File: src/rtl/fp32_operand_loader.sv
// Byte-stream loader for the FP32 multiply core: packs 8 MSB-first bytes into operands a/b,
// presents them with valid/ready, and optionally flushes subnormals to signed zero.
module fp32_operand_loader #(
    parameter bit FLUSH_SUBNORMALS = 1'b1
) (
    input  logic        clock,
    input  logic        reset,
    input  logic [7:0]  io_in_byte,
    input  logic        io_in_valid,
    output logic        io_in_ready,
    input  logic        io_clear,
    output logic [31:0] io_a_bits,
    output logic [31:0] io_b_bits,
    output logic        io_out_valid,
    input  logic        io_out_ready,
    output logic [3:0]  io_count,
    output logic        io_overrun,
    output logic [1:0]  io_flushed
);

    localparam int unsigned WORD_W = 32;
    localparam int unsigned CNT_W  = 4;
    localparam logic [CNT_W-1:0] LAST_IDX = CNT_W'(7);

    typedef enum logic [0:0] {
        COLLECT = 1'b0,
        HOLD    = 1'b1
    } state_t;

    state_t              state;
    state_t              state_next;
    logic [WORD_W-1:0]   a_reg;
    logic [WORD_W-1:0]   b_reg;
    logic [CNT_W-1:0]    count;
    logic                overrun;
    logic                accept;
    logic                transfer;
    logic                a_sub;
    logic                b_sub;
    logic [4:0]          lane_lsb;

    function automatic logic is_subnormal(input logic [WORD_W-1:0] x);
        return (x[30:23] == 8'd0) && (x[22:0] != 23'd0);
    endfunction

    assign accept   = (state == COLLECT) && io_in_valid && !io_clear;
    assign transfer = (state == HOLD) && io_out_ready;
    // Byte k of a word lands at bit 31-8k, i.e. lane (3-k) counted from the LSB.
    assign lane_lsb = {~count[1:0], 3'b000};

    // State register
    always_ff @(posedge clock or posedge reset) begin
        if (reset) begin
            state <= COLLECT;
        end else begin
            state <= state_next;
        end
    end

    // Next-state logic; clear overrides everything
    always_comb begin
        state_next = state;
        if (io_clear) begin
            state_next = COLLECT;
        end else begin
            case (state)
                COLLECT: if (accept && (count == LAST_IDX)) state_next = HOLD;
                HOLD:    if (transfer) state_next = COLLECT;
                default: state_next = COLLECT;
            endcase
        end
    end

    // Operand assembly, byte count and sticky overrun
    always_ff @(posedge clock or posedge reset) begin
        if (reset) begin
            a_reg   <= '0;
            b_reg   <= '0;
            count   <= '0;
            overrun <= 1'b0;
        end else if (io_clear) begin
            count   <= '0;
            overrun <= 1'b0;
        end else begin
            if (io_in_valid && (state == HOLD)) begin
                overrun <= 1'b1;
            end
            if (accept) begin
                if (!count[2]) begin
                    a_reg[lane_lsb +: 8] <= io_in_byte;
                end else begin
                    b_reg[lane_lsb +: 8] <= io_in_byte;
                end
                count <= count + CNT_W'(1);
            end else if (transfer) begin
                count <= '0;
            end
        end
    end

    // Output decode and subnormal flush on the held operands
    always_comb begin
        io_in_ready  = (state == COLLECT);
        io_out_valid = (state == HOLD);
        io_count     = count;
        io_overrun   = overrun;
        a_sub        = FLUSH_SUBNORMALS && is_subnormal(a_reg);
        b_sub        = FLUSH_SUBNORMALS && is_subnormal(b_reg);
        io_a_bits    = a_sub ? {a_reg[31], 31'd0} : a_reg;
        io_b_bits    = b_sub ? {b_reg[31], 31'd0} : b_reg;
        io_flushed   = io_out_valid ? {b_sub, a_sub} : 2'b00;
    end

endmodule

File: config.mk
export PLATFORM = sky130hd
export DESIGN_NAME = fp32_operand_loader
export DESIGN_NICKNAME = d
export VERILOG_FILES = /design/src/rtl/fp32_operand_loader.sv
export SDC_FILE = /design/constraint.sdc
export NUM_CORES = 1
export LEC_CHECK = 0
export BUFFER_PORTS_ARGS = -buffer_cell sky130_fd_sc_hd__buf_2
export CORE_UTILIZATION = 57
export DETAILED_ROUTE_END_ITERATION = 10
export PLACE_DENSITY = 0.85
export SYNTH_ARGS = -nofsm -noshare
export SYNTH_HDL_FRONTEND = slang
export SYNTH_SLANG_ARGS = --single-unit
File: constraint.sdc
create_clock -name clock -period 5.7 [get_ports clock]
set_input_delay 1.14 -clock clock [delete_from_list [all_inputs] [get_ports clock]]
set_output_delay 1.14 -clock clock [all_outputs]
set_load 0.1 [all_outputs]
==> results.json <==
{
  "outcome": "completed",
  "fmax_mhz": 280,
  "portBuffers": 85,
  "syn_area_sq_um": 3450,
  "grt_pass1_wl_mm": 12.8,
  "synth.distinct_cells": 31,
  "post_drt_via_cell_ratio": 5.64,
  "peakVddDrop_mv": 0.216,
  "h-tree-depth": 3,
  "slowest_stage": "buf_2",
  "power_w": 0.00140,
  "slowest_delay_ns": 0.47,
  "gp_congestion": 0.824,
  "start_util_pct": 60.8,
  "worstPathMaxFanout": 24,
  "antenna_found_initial": 0,
  "dpl-instance-area_sq_um": 3840,
  "boundaryPins": 86,
  "place_ws_ns": 2.49,
  "leakagePower_nw": 2.21,
  "wl_per_cell_um": 17.6,
  "rsz0062_at_grt": "no",
  "yosys.area.top_type_share_pct": 50.8,
  "drt_wl_total_mm": 7.80,
  "worstPathBufferInverterCount": 1,
  "cts_max_path_buffers": 2,
  "cts.sinks": 70,
  "finalSetupViolCount": 0,
  "cp-start-kind": "flip-flop",
  "fillCellCount": 413,
  "diodes": 0,
  "arrival_ns": 2.43,
  "setup_ws_ns": 2.13,
  "grt_use_met3_pct": 4.11,
  "dieArea_sq_um": 6370,
  "cts_tree": "done",
  "synth-edff-count": 0,
  "slew_viol_final": 0,
  "synth_nets": 314,
  "yosys-top-cells-area": "dfrtp_1 51%, mux2_2 16%, and2_1 13%",
  "worstSetupEndpointType": "primary output",
  "num_rows": 27,
  "die_y_um": 79.8,
  "yosysWarnings": 0,
  "cp_cell_sequence": "nor4_1, nand2_1, a311oi_1, buf_2",
  "finClkSkew_ns": 0.00568,
  "post_cts_buffers": 0,
  "fin_tns_setup_ns": 0,
  "root_buffer": "clkbuf_8",
  "numCtsBuffers": 9,
  "core_sq_um": 5680,
  "relSlewSlack_pct": 18.7,
  "grt_use_met2_pct": 42.7,
  "cts.reportedPaths.clkPinSlew_ns": 0.07,
  "drc": 0,
  "grt_overflow": 0,
  "cts_hold_buffers": 0,
  "hold_slack_ns": 0.514,
  "power.density_nw_per_um2": 344,
  "clock_latency_ns": 0.33,
  "chipWidth_um": 79.8,
  "initialDrtViolationCount": 240,
  "synth-seq-cells": 70,
  "post-dp-hpwl_mm": 5.63,
  "fin_crit_ns": 3.57,
  "hold_violations": 0,
  "area_growth_syn_to_layout_pct": 17.6,
  "fin_nets": 383,
  "first_global_vias": 2379,
  "yosysTopAreaCell": "dfrtp_1",
  "cap_viol_max_count": 0,
  "ant_nets": 0,
  "timing.final.crit_share_pct": 62.6,
  "dr_total_vias": 2500,
  "ys_seq_area_share_pct": 50.8,
  "crit_type": "flip-flop to primary output",
  "drive_above_1_share_pct": 42.3,
  "dr.pass1.iters": 5,
  "met1_usage_pct": 38.7,
  "syn_area_per_cell_sq_um": 11.6,
  "layout_commonest_cell": "buf_2",
  "mostFrequentLayoutCells": "85 x buf_2, 70 x and2_1, 70 x dfrtp_1, 48 x mux2_2, 16 x a22o_1",
  "synth_cells": 297,
  "stdcell_area_sq_um": 4060,
  "grt_max_degree": 71,
  "cts_resized": 0,
  "cp_top_family": "simple AND/OR/NAND/NOR gates",
  "track_usage_pct": 27.3,
  "yosys_most_used_dff": "dfrtp_1",
  "worst_pin_slew_ns": 1.20,
  "synth-async-reset-ratio_pct": 100,
  "grt-busiest-layer": "met2",
  "hp-class": "flip-flop to flip-flop",
  "cp.required_ns": 4.56
}
==> per-stage QoR <==
step	util (%)	std cells
global placement	67.7	427
finish	71.5	443
global route	71.5	443
floorplan	-	297
detailed placement	67.7	427
CTS	71.5	443
==> kinds of logic after synthesis <==
logic type / Yosys count / synth area share (%)
buf+inv: 32 / 4.28
flops: 70 / 50.8
simple gates: 116 / 21.3
xor+xnor: 1 / 0.254
fa+ha+maj: 4 / 1.45
compound gates: 25 / 5.95
mux: 49 / 16.0
==> tightest hold or removal path: stages, from the launching register on <==
cell	delay (ns)
dfrtp_1	0.36
a21oi_1	0.04
nor2_1	0.08
==> Yosys cell counts, types with 2 or more instances <==
library cell	number
clkbuf_1	21
and4b_1	2
inv_1	4
nand2_1	5
a311oi_1	3
a21oi_1	3
mux2_2	48
a22o_1	16
nor4_1	14
nand2b_1	2
and2_1	70
nor2_1	4
dfrtp_1	70
and4_1	2
buf_4	5
nor3_1	4
nand2_2	7
ha_1	4
==> per-layer routing <==
metal  wire length, um  vias to the layer above  part of all wire (%)
li1                  -                     1164                     -
met1              3540                     1226                    45
met4               133                        0                   1.7
met3               450                       13                   5.8
met5                 0                        -                     0
met2              3670                       97                    47
==> area by class of cell <==
type | count | area [sq um] | share of cell area (%)
multi-input combinational | 195 | 1550 | 38.2
inverter | 4 | 15.0 | 0.370
clock inverter | 4 | 70.1 | 1.73
clock buffer | 12 | 145 | 3.58
timing repair buffer | 86 | 433 | 10.7
tap | 72 | 90.1 | 2.22
sequential | 70 | 1750 | 43.2
==> path summary, 6_finish.rpt <==
| check | startpoint | endpoint | slack (ns) | depth (start not counted) |
|---|---|---|---|---|
| max in group asynchronous | reset | a_reg[2] | 4.11 | 3 |
| setup reg to reg | io_out_valid | b_reg[17] | 3.28 | 3 |
| min in group asynchronous | reset | b_reg[26] | 1.05 | 3 |
| hold / removal | io_overrun | io_overrun | 0.51 | 2 |
| setup / recovery | b_reg[23] | io_flushed[1] | 2.13 | 4 |
| hold reg to reg | io_overrun | io_overrun | 0.51 | 2 |
==> where the power goes <==
group          total, W  internal [W]  switching, W
Clock          0.000433      0.000257      0.000176
Sequential     0.000553      0.000528     0.0000245
Combinational  0.000410     0.0000786      0.000331
Total           0.00140      0.000864      0.000532
Note: power is estimated with default switching activity, not from simulation.
